`config.mk`:
```
export PLATFORM = sky130hd
export DESIGN_NAME = imem_loader
export DESIGN_NICKNAME = d
export VERILOG_FILES = /design/src/rtl/imem_loader_pkg.sv /design/src/rtl/byte_packer.sv /design/src/rtl/imem_loader.sv
export SDC_FILE = /design/constraint.sdc
export NUM_CORES = 1
export LEC_CHECK = 0
export CAP_MARGIN = 20
export CORE_MARGIN = 5
export CORE_UTILIZATION = 47
export DETAILED_ROUTE_END_ITERATION = 7
export HOLD_SLACK_MARGIN = 0.06
export PLACE_DENSITY = 0.83
export SKIP_CTS_REPAIR_TIMING = 1
export SLEW_MARGIN = 20
export SYNTH_ARGS = -nofsm -noshare
export SYNTH_HDL_FRONTEND = slang
export SYNTH_HIERARCHICAL = 1
export SYNTH_SLANG_ARGS = --single-unit
```
`constraint.sdc`:
```
create_clock -name clk -period 2.2 [get_ports clk]
set_input_delay 0.66 -clock clk [delete_from_list [all_inputs] [get_ports clk]]
set_output_delay 0.66 -clock clk [all_outputs]
set_load 0.01 [all_outputs]
```
`src/rtl/imem_loader_pkg.sv`:
```
// imem_loader_pkg: shared state encoding and defaults for the boot-stream loader
package imem_loader_pkg;
  typedef enum logic [2:0] {LEN_HI, LEN_LO, DATA, HOLD, RUN, ERR} state_t;
  localparam int ADDR_W_DEF = 6;
  localparam int RST_HOLD_DEF = 4;
  localparam int HDR_BYTES = 2;
  localparam int LEN_W = 8 * HDR_BYTES;
endpackage

```
`src/rtl/byte_packer.sv`:
```
// byte_packer: assembles big-endian bytes into 32-bit words with a one-cycle word_valid pulse
module byte_packer (
  input  logic        clk,
  input  logic        rst,
  input  logic        en,
  input  logic [7:0]  din,
  output logic [31:0] word,
  output logic [1:0]  byte_cnt,
  output logic        word_valid
);
  always_ff @(posedge clk) begin
    if (rst) begin
      word <= '0;
      byte_cnt <= '0;
      word_valid <= 1'b0;
    end else begin
      word_valid <= en && byte_cnt == 2'd3;
      if (en) begin
        word <= {word[23:0], din};
        byte_cnt <= byte_cnt + 2'd1;
      end
    end
  end
endmodule

```
`src/rtl/imem_loader.sv`:
```
// imem_loader: parses a length-prefixed boot stream into instruction memory, then releases the core
module imem_loader
  import imem_loader_pkg::*;
#(
  parameter int ADDR_W = ADDR_W_DEF,
  parameter int RST_HOLD = RST_HOLD_DEF
) (
  input  logic              clk,
  input  logic              reset,
  input  logic [7:0]        in_data,
  input  logic              in_valid,
  output logic              in_ready,
  output logic              imem_we,
  output logic [ADDR_W-1:0] imem_addr,
  output logic [31:0]       imem_wdata,
  output logic              cpu_reset,
  output logic              done,
  output logic              err
);
  localparam int DEPTH = 2 ** ADDR_W;
  localparam int HOLD_W = $clog2(RST_HOLD + 1);
  state_t state, state_n;
  logic [LEN_W-1:0] len, n_next;
  logic [ADDR_W-1:0] word_cnt;
  logic [HOLD_W-1:0] hold_cnt;
  logic [1:0] byte_cnt;
  logic xfer, pack_en, last;
  byte_packer u_packer (
    .clk(clk),
    .rst(reset),
    .en(pack_en),
    .din(in_data),
    .word(imem_wdata),
    .byte_cnt(byte_cnt),
    .word_valid(imem_we)
  );
  // the final word's 4th byte moves straight to HOLD, so its write strobe lands in the first HOLD cycle
  always_comb begin
    in_ready = state inside {LEN_HI, LEN_LO, DATA};
    xfer = in_valid && in_ready;
    pack_en = xfer && state == DATA;
    n_next = {len[LEN_W-9:0], in_data};
    last = pack_en && byte_cnt == 2'd3 && LEN_W'(word_cnt) == len - LEN_W'(1);
    cpu_reset = state != RUN;
    done = state == RUN;
    err = state == ERR;
    imem_addr = word_cnt;
    state_n = state;
    case (state)
      LEN_HI: state_n = xfer ? LEN_LO : LEN_HI;
      LEN_LO: state_n = !xfer ? LEN_LO : n_next == '0 ? HOLD : 32'(n_next) > DEPTH ? ERR : DATA;
      DATA:   state_n = last ? HOLD : DATA;
      HOLD:   state_n = hold_cnt == HOLD_W'(RST_HOLD - 1) ? RUN : HOLD;
      default: state_n = state;
    endcase
  end
  always_ff @(posedge clk) begin
    if (reset) begin
      state <= LEN_HI;
      len <= '0;
      word_cnt <= '0;
      hold_cnt <= '0;
    end else begin
      state <= state_n;
      if (xfer && state != DATA) len <= n_next;
      word_cnt <= state == LEN_LO ? '0 : (imem_we && state == DATA) ? word_cnt + ADDR_W'(1) : word_cnt;
      hold_cnt <= state == HOLD ? hold_cnt + HOLD_W'(1) : '0;
    end
  end
endmodule

```
# == Word-level counts from Yosys, hierarchy flattened ==
# Cells that the tools add are included.
# op_classes
n_addsub,4
magnitude_cmp,1
eq_ne,10
n_mux,7
bitwise,1
n_reduce_logical,12
# ops
operator,n
$eq A6 B16 Y1,1
$gt A16 B7 Y1 const B,1
$logic_not A16 Y1,1
$sub A16 B1 Y16 const B,1
$mux W3,4
$pmux W3 S4,1
$eq A3 B2 Y1 const B,3
$add A6 B1 Y6 const B,1
$eq A3 B3 Y1 const B,2
$logic_and A1 B1 Y1,6
$reduce_bool A4 Y1,1
$reduce_or A2 Y1,2
$add A3 B1 Y3 const B,1
$eq A3 B1 Y1 const B,1
$logic_not A3 Y1,1
$ne A3 B2 Y1 const B,1
$ne A3 B3 Y1 const B,1
$reduce_bool A3 Y1,1
$add A2 B1 Y2 const B,1
$eq A2 B2 Y1 const B,1
$mux W1,2
$not A1 Y1,1
# totals
ff_bits,63
inputBits,11
out_inout_bits,43
elab_cells,42

# == Logic depth before layout (Yosys ltp) ==
# logic_depth
depth_word,8
ltp_mapped,9
mapped_depth_nobuf,7

# == Modules after synthesis ==
# The synthesis kept the hierarchy.
# modules_own_cells
module,n_inst,cells_per_inst,area_each_um2
imem_loader,1,207,1640.3
byte_packer,1,113,1281.2

# == Worst setup path after synthesis ==
# OpenSTA, ideal clock, no wires.
# synth_path
path_type,reg2reg
from,register len[2]
to,register state[0]
setup_ps,84
arrival_ps,2192
required_time_ps,2116
path_slack_ps,-76
stages_incl_launch_ff,8
n_path_buf,2
period_less_slack_ps,2276
path_cell_list,dfxtp_1 -> buf_6 -> or4_1 -> buf_2 -> or4b_4 -> a2111oi_4 -> o2111ai_1 -> o31ai_2
# synth_via
elab_chain_len,5
# synth_lines
item,line_no,source
start: declaration,imem_loader.sv:23,"logic [LEN_W-1:0] len, n_next;"
start signal: assignment,imem_loader.sv:65,if (xfer && state != DATA) len <= n_next;
$sub A16 B1 Y16 / $gt A16 B7 Y1 (equally long branches),"imem_loader.sv:43, imem_loader.sv:51",
$eq A6 B16 Y1 / $mux W3 (equally long branches),"imem_loader.sv:43, imem_loader.sv:51",
$logic_and A1 B1 Y1 / $mux W3 (equally long branches),"imem_loader.sv:43, imem_loader.sv:51",
$mux W1 / $mux W3 (equally long branches),"imem_loader.sv:52, imem_loader.sv:51",
$pmux W3 S4 *,imem_loader.sv:49,case (state)
end signal: assignment,imem_loader.sv:64,state <= state_n;
end: declaration,imem_loader.sv:22,"state_t state, state_n;"
# Every way passes the cells marked *; elsewhere a longest branch is shown, timed or not.
# A chain may end at the register's enable or synchronous reset.

# == Final worst setup path ==
# layout_path
from,input port in_data[0]
to,register state[0]
# layout_via
elab_chain_len,5
# layout_lines
item,line_no,source
start: declaration,imem_loader.sv:10,"input logic [7:0] in_data,"
$gt A16 B7 Y1,imem_loader.sv:51,LEN_LO: state_n = !xfer ? LEN_LO : n_next == '0 ? HOLD : 32'(n_next) > DEPTH ? ERR : DATA;
$mux W3,imem_loader.sv:51,
$mux W3 * (2 in a row),imem_loader.sv:51,
$pmux W3 S4 *,imem_loader.sv:49,
# Marks and branches as above.

==> results by stage <==
Global route:
- The global-route met2 utilization is 32.7%.
- Global routing used 6.80% of the available met3 tracks.
- The global routing usage on met1 is 22.7%.
- In this run the most used layer during global routing was met2.
- The initial antenna violation count is 0.
- The first global-routing pass estimated 11800 um of wire.
- The via count of the first global-routing pass is 2528.
- Entering global routing, the biggest net connects 36 pins.
- The global-route usage over all layers is 19.4%.
- The remaining global-route overflow is 0.

Setup path:
- In this design, the stage delay of the slowest critical-path cell is 0.55 ns.
- The end of the worst register-to-register path is state[0]$_SDFFE_PP0P_.
- The master of the slowest instance on the critical path is or4_4.
- The worst setup path is of the input port to flip-flop kind.
- The required time of the worst setup path is 2.45 ns.
- STA classifies the critical path startpoint as an input port.
- Setup slack on the worst reg-to-reg path comes out at 0.06 ns.
- The reg-to-reg startpoint is len[0]$_SDFFE_PP0P_.
- Along the worst path, the maximum fanout reaches 2.
- The sort of element at the end of the critical path is a flip-flop.
- Walking the worst path, the cells encountered are clkdlybuf4s50_1 > or4_4 > or4_1 > a32oi_1 > a31oi_1 > o31ai_2.
- Data arrives at the worst endpoint at 2.39 ns.
- The number of cell instances on the worst register-to-register path is 5.

Worst hold path:
- The worst hold path begins at hold_cnt[0]$_SDFF_PP0_.
- The end of the worst hold path is hold_cnt[0]$_SDFF_PP0_.
- The depth of the worst hold-timing path is 1.
- The worst hold-check path type is flip-flop to flip-flop.

Layout:
- The finished layout holds 476 standard cells, fillers aside.
- At the end of the flow the core is filled with cells to 65.3%.
- The final antenna diode count is 0.
- The share of post-route cells with drive strength above 1 is 17.7%.
- The commonest non-fill, non-tap cell in the layout is dfxtp_1.
- Compared with the post-synthesis result, the final layout area differs by 33.8%.
- In the layout the commonest cells are dfxtp_1 (62), nor2_1 (50), clkdlybuf4s50_1 (48), nand2_1 (38), buf_4 (35).
- The total number of nets in the final design is 413.
- The finished cells cover 3910 um^2.

Pwr:
- The power per cell area is 629 nW/um^2.
- Summed over all cells, the static leakage comes to 1.45 nW.
- Across the VDD grid, the largest voltage drop is 0.506 mV.
- The total power consumption of the routed design is 2.46 mW.

Route:
- The final layout contains routed wiring with a total length of 6910 um.
- The DRC violation count after routing is 0.
- Once detail routing completed, the nets flagged for antenna violations numbered 0.
- After the first detailed-routing iteration, the DRC count stood at 178.
- The ratio of routed vias to standard cells is 5.24.
- The total via count in the routed design is 2492.
- The first TritonRoute pass finished after 4 iterations.
- After detailed routing, the average wire length per cell comes to 14.5 um.

Synthesis:
- The register area share after synthesis is 43.2%.
- Counting flops with a built-in enable in the synthesized netlist gives 0.
- The area share of the leading cell type in the synthesized netlist is 43.2%.
- The async set or reset register ratio after synthesis is 0%.
- The synthesized netlist net count is 336.
- The cell count after synthesis is 320.
- The cell area after synthesis is 2920 um^2.
- A synthesized cell averages 9.13 um^2.
- In this run, synthesis produced a sequential element count of 63.
- For this run, the number of Yosys warnings is 6.
- Ranked by total cell area, the synthesized netlist is headed by dfxtp_1 (43%), mux2i_1 (12%), nor2_1 (6.4%).
- The netlist uses 51 different library cells.
- The most used flip-flop cell after synthesis is dfxtp_1.
- The synthesized design spends more area on one cell type than any other, namely dfxtp_1.

STA:
- Static timing analysis puts the maximum clock frequency at 0.466 GHz.
- After layout, the worst path uses 97.6% of the clock period.
- Setup violations remaining at the end of the flow were counted as 0.
- The post-layout minimum cycle time is 2.15 ns.
- The number of slew-limit violations in the final report was 0.
- Headroom to the max-slew limit came out at 72.3%.
- The final worst-path setup slack is 0.0527 ns.
- Between clock sinks in the finished design, the worst skew comes to 0.00730 ns.
- The worst-case hold slack is 0.428 ns.
- For the final routed database, the setup TNS stands at 0 ns.
- The number of failing hold endpoints at the final stage is 0.
- For the pin with the worst max-slew slack, the measured transition is 0.410 ns.
- Setup repair after global routing could not meet its margin everywhere.

Placement:
- The worst slack at placement is -0.285 ns.
- Detailed placement finished with a half-perimeter wire length of 5020 um.
- The cell count after placement is 461.
- The cell area after placement is 3670 um^2.
- The port buffer count is 53.
- The global placer's final weighted congestion is 0.895.

CTS:
- In this run the clock root is driven by a clkbuf_8.
- The number of clock buffers inserted by TritonCTS is 9.
- Clock-pin slew was measured on the worst setup and hold paths at 0.07 ns.
- The clock tree from TritonCTS is yes.
- Clock latency on the worst-skew pair, taken at its later pin, is 0.33 ns.
- CTS built an H-tree with a depth of 3.
- No sink is reached through more buffers than the 2 on the longest clock path.
- For this design, the sink count on the clock tree is 63.

Floorplanning:
- The core footprint is 5990 um^2.
- During I/O placement, the number of pins put on the boundary was 54.
- The chip width is 88.8 um.
- From bottom edge to top edge, the die measures 88.8 um.
- The initial cell density of the core is 48.8%.
- The floorplan step defined a die boundary enclosing 7890 um^2.
- Row generation in the floorplan step produced 28 rows.

Outcome:
- The flow ran to the end, and the final reports show no timing, DRC or antenna violations.

Run:
- The number of max-cap violations is 0.
[state kept, by name, summed over array words and instances (netlist names)]
| name | cells |
|---|---|
| u_packer/word | 32 |
| u_packer/word_valid | 1 |
| hold_cnt | 3 |
| state | 3 |
| u_packer/byte_cnt | 2 |
| len | 16 |
| imem_addr | 6 |
[worst max path at each step]
stage | from | endpoint | slack (ns) | cells after the start
3_5_place_dp | in_data[0] | state[0]$_SDFFE_PP0P_ | -0.29 | 6
3_3_place_gp | in_data[0] | state[0]$_SDFFE_PP0P_ | -0.26 | 7
6_report | in_data[0] | state[0]$_SDFFE_PP0P_ | 0.05 | 6
5_1_grt | len[0]$_SDFFE_PP0P_ | state[0]$_SDFFE_PP0P_ | -0.005 | 5
4_1_cts | state[2]$_SDFFE_PP0P_ | done | -0.17 | 4
2_1_floorplan | len[2]$_SDFFE_PP0P_ | state[0]$_SDFFE_PP0P_ | -0.01 | 7
[metal layers]
metal  vias to the layer above  wire length [um]
met5                         -                 0
met3                         2               296
met1                      1186              3030
met2                        44              3550
li1                       1260                 -
met4                         0                41
[where the power goes]
group          internal [mW]  switching [mW]  total [mW]  leakage [nW]
sequential              1.16          0.0199        1.18         0.510
clock                  0.491           0.418       0.909        0.0942
combinational          0.174           0.194       0.368         0.847
total                   1.83           0.632        2.46          1.45
[area by class of cell]
type,instances,area (um^2)
Clock buffer,12,165
Clock inverter,3,17.5
Fill cell,445,2080
Inverter,8,30.0
Multi-Input combinational cell,226,1520
Sequential cell,63,1260
Tap cell,75,93.8
Timing Repair Buffer,89,818
[kinds of logic after synthesis]
| logic type | after synthesis | synth area share, % |
|---|---|---|
| adder cells (fa/ha/maj) | 5 | 2.14 |
| AND/OR/NAND/NOR | 134 | 22.8 |
| XOR/XNOR | 12 | 3.60 |
| multiplexers | 34 | 11.6 |
| flip-flops | 63 | 43.2 |
| buffers and inverters | 31 | 6.72 |
| AO/OA/AOI/OAI | 41 | 9.89 |
[synthesized netlist by cell type (all sizes together) (4+ instances only)]
master and n:
a21oi 20, buf 10, clkbuf 13, dfxtp 63, ha 5, inv 8, mux2i 34, nand2 38
nand2b 4, nand3 4, nor2 51, nor4 5, nor4bb 4, or4 4, xnor2 7, xor2 5
[worst max-delay path: cells and delay by family]
| family | cells | cell delay, ns |
|---|---|---|
| and+or+nand+nor | 2 | 0.95 |
| buffers and inverters | 1 | 0.42 |
| AOI/OAI and AO/OA | 3 | 0.37 |
Note: power is estimated with default switching activity, not from simulation.
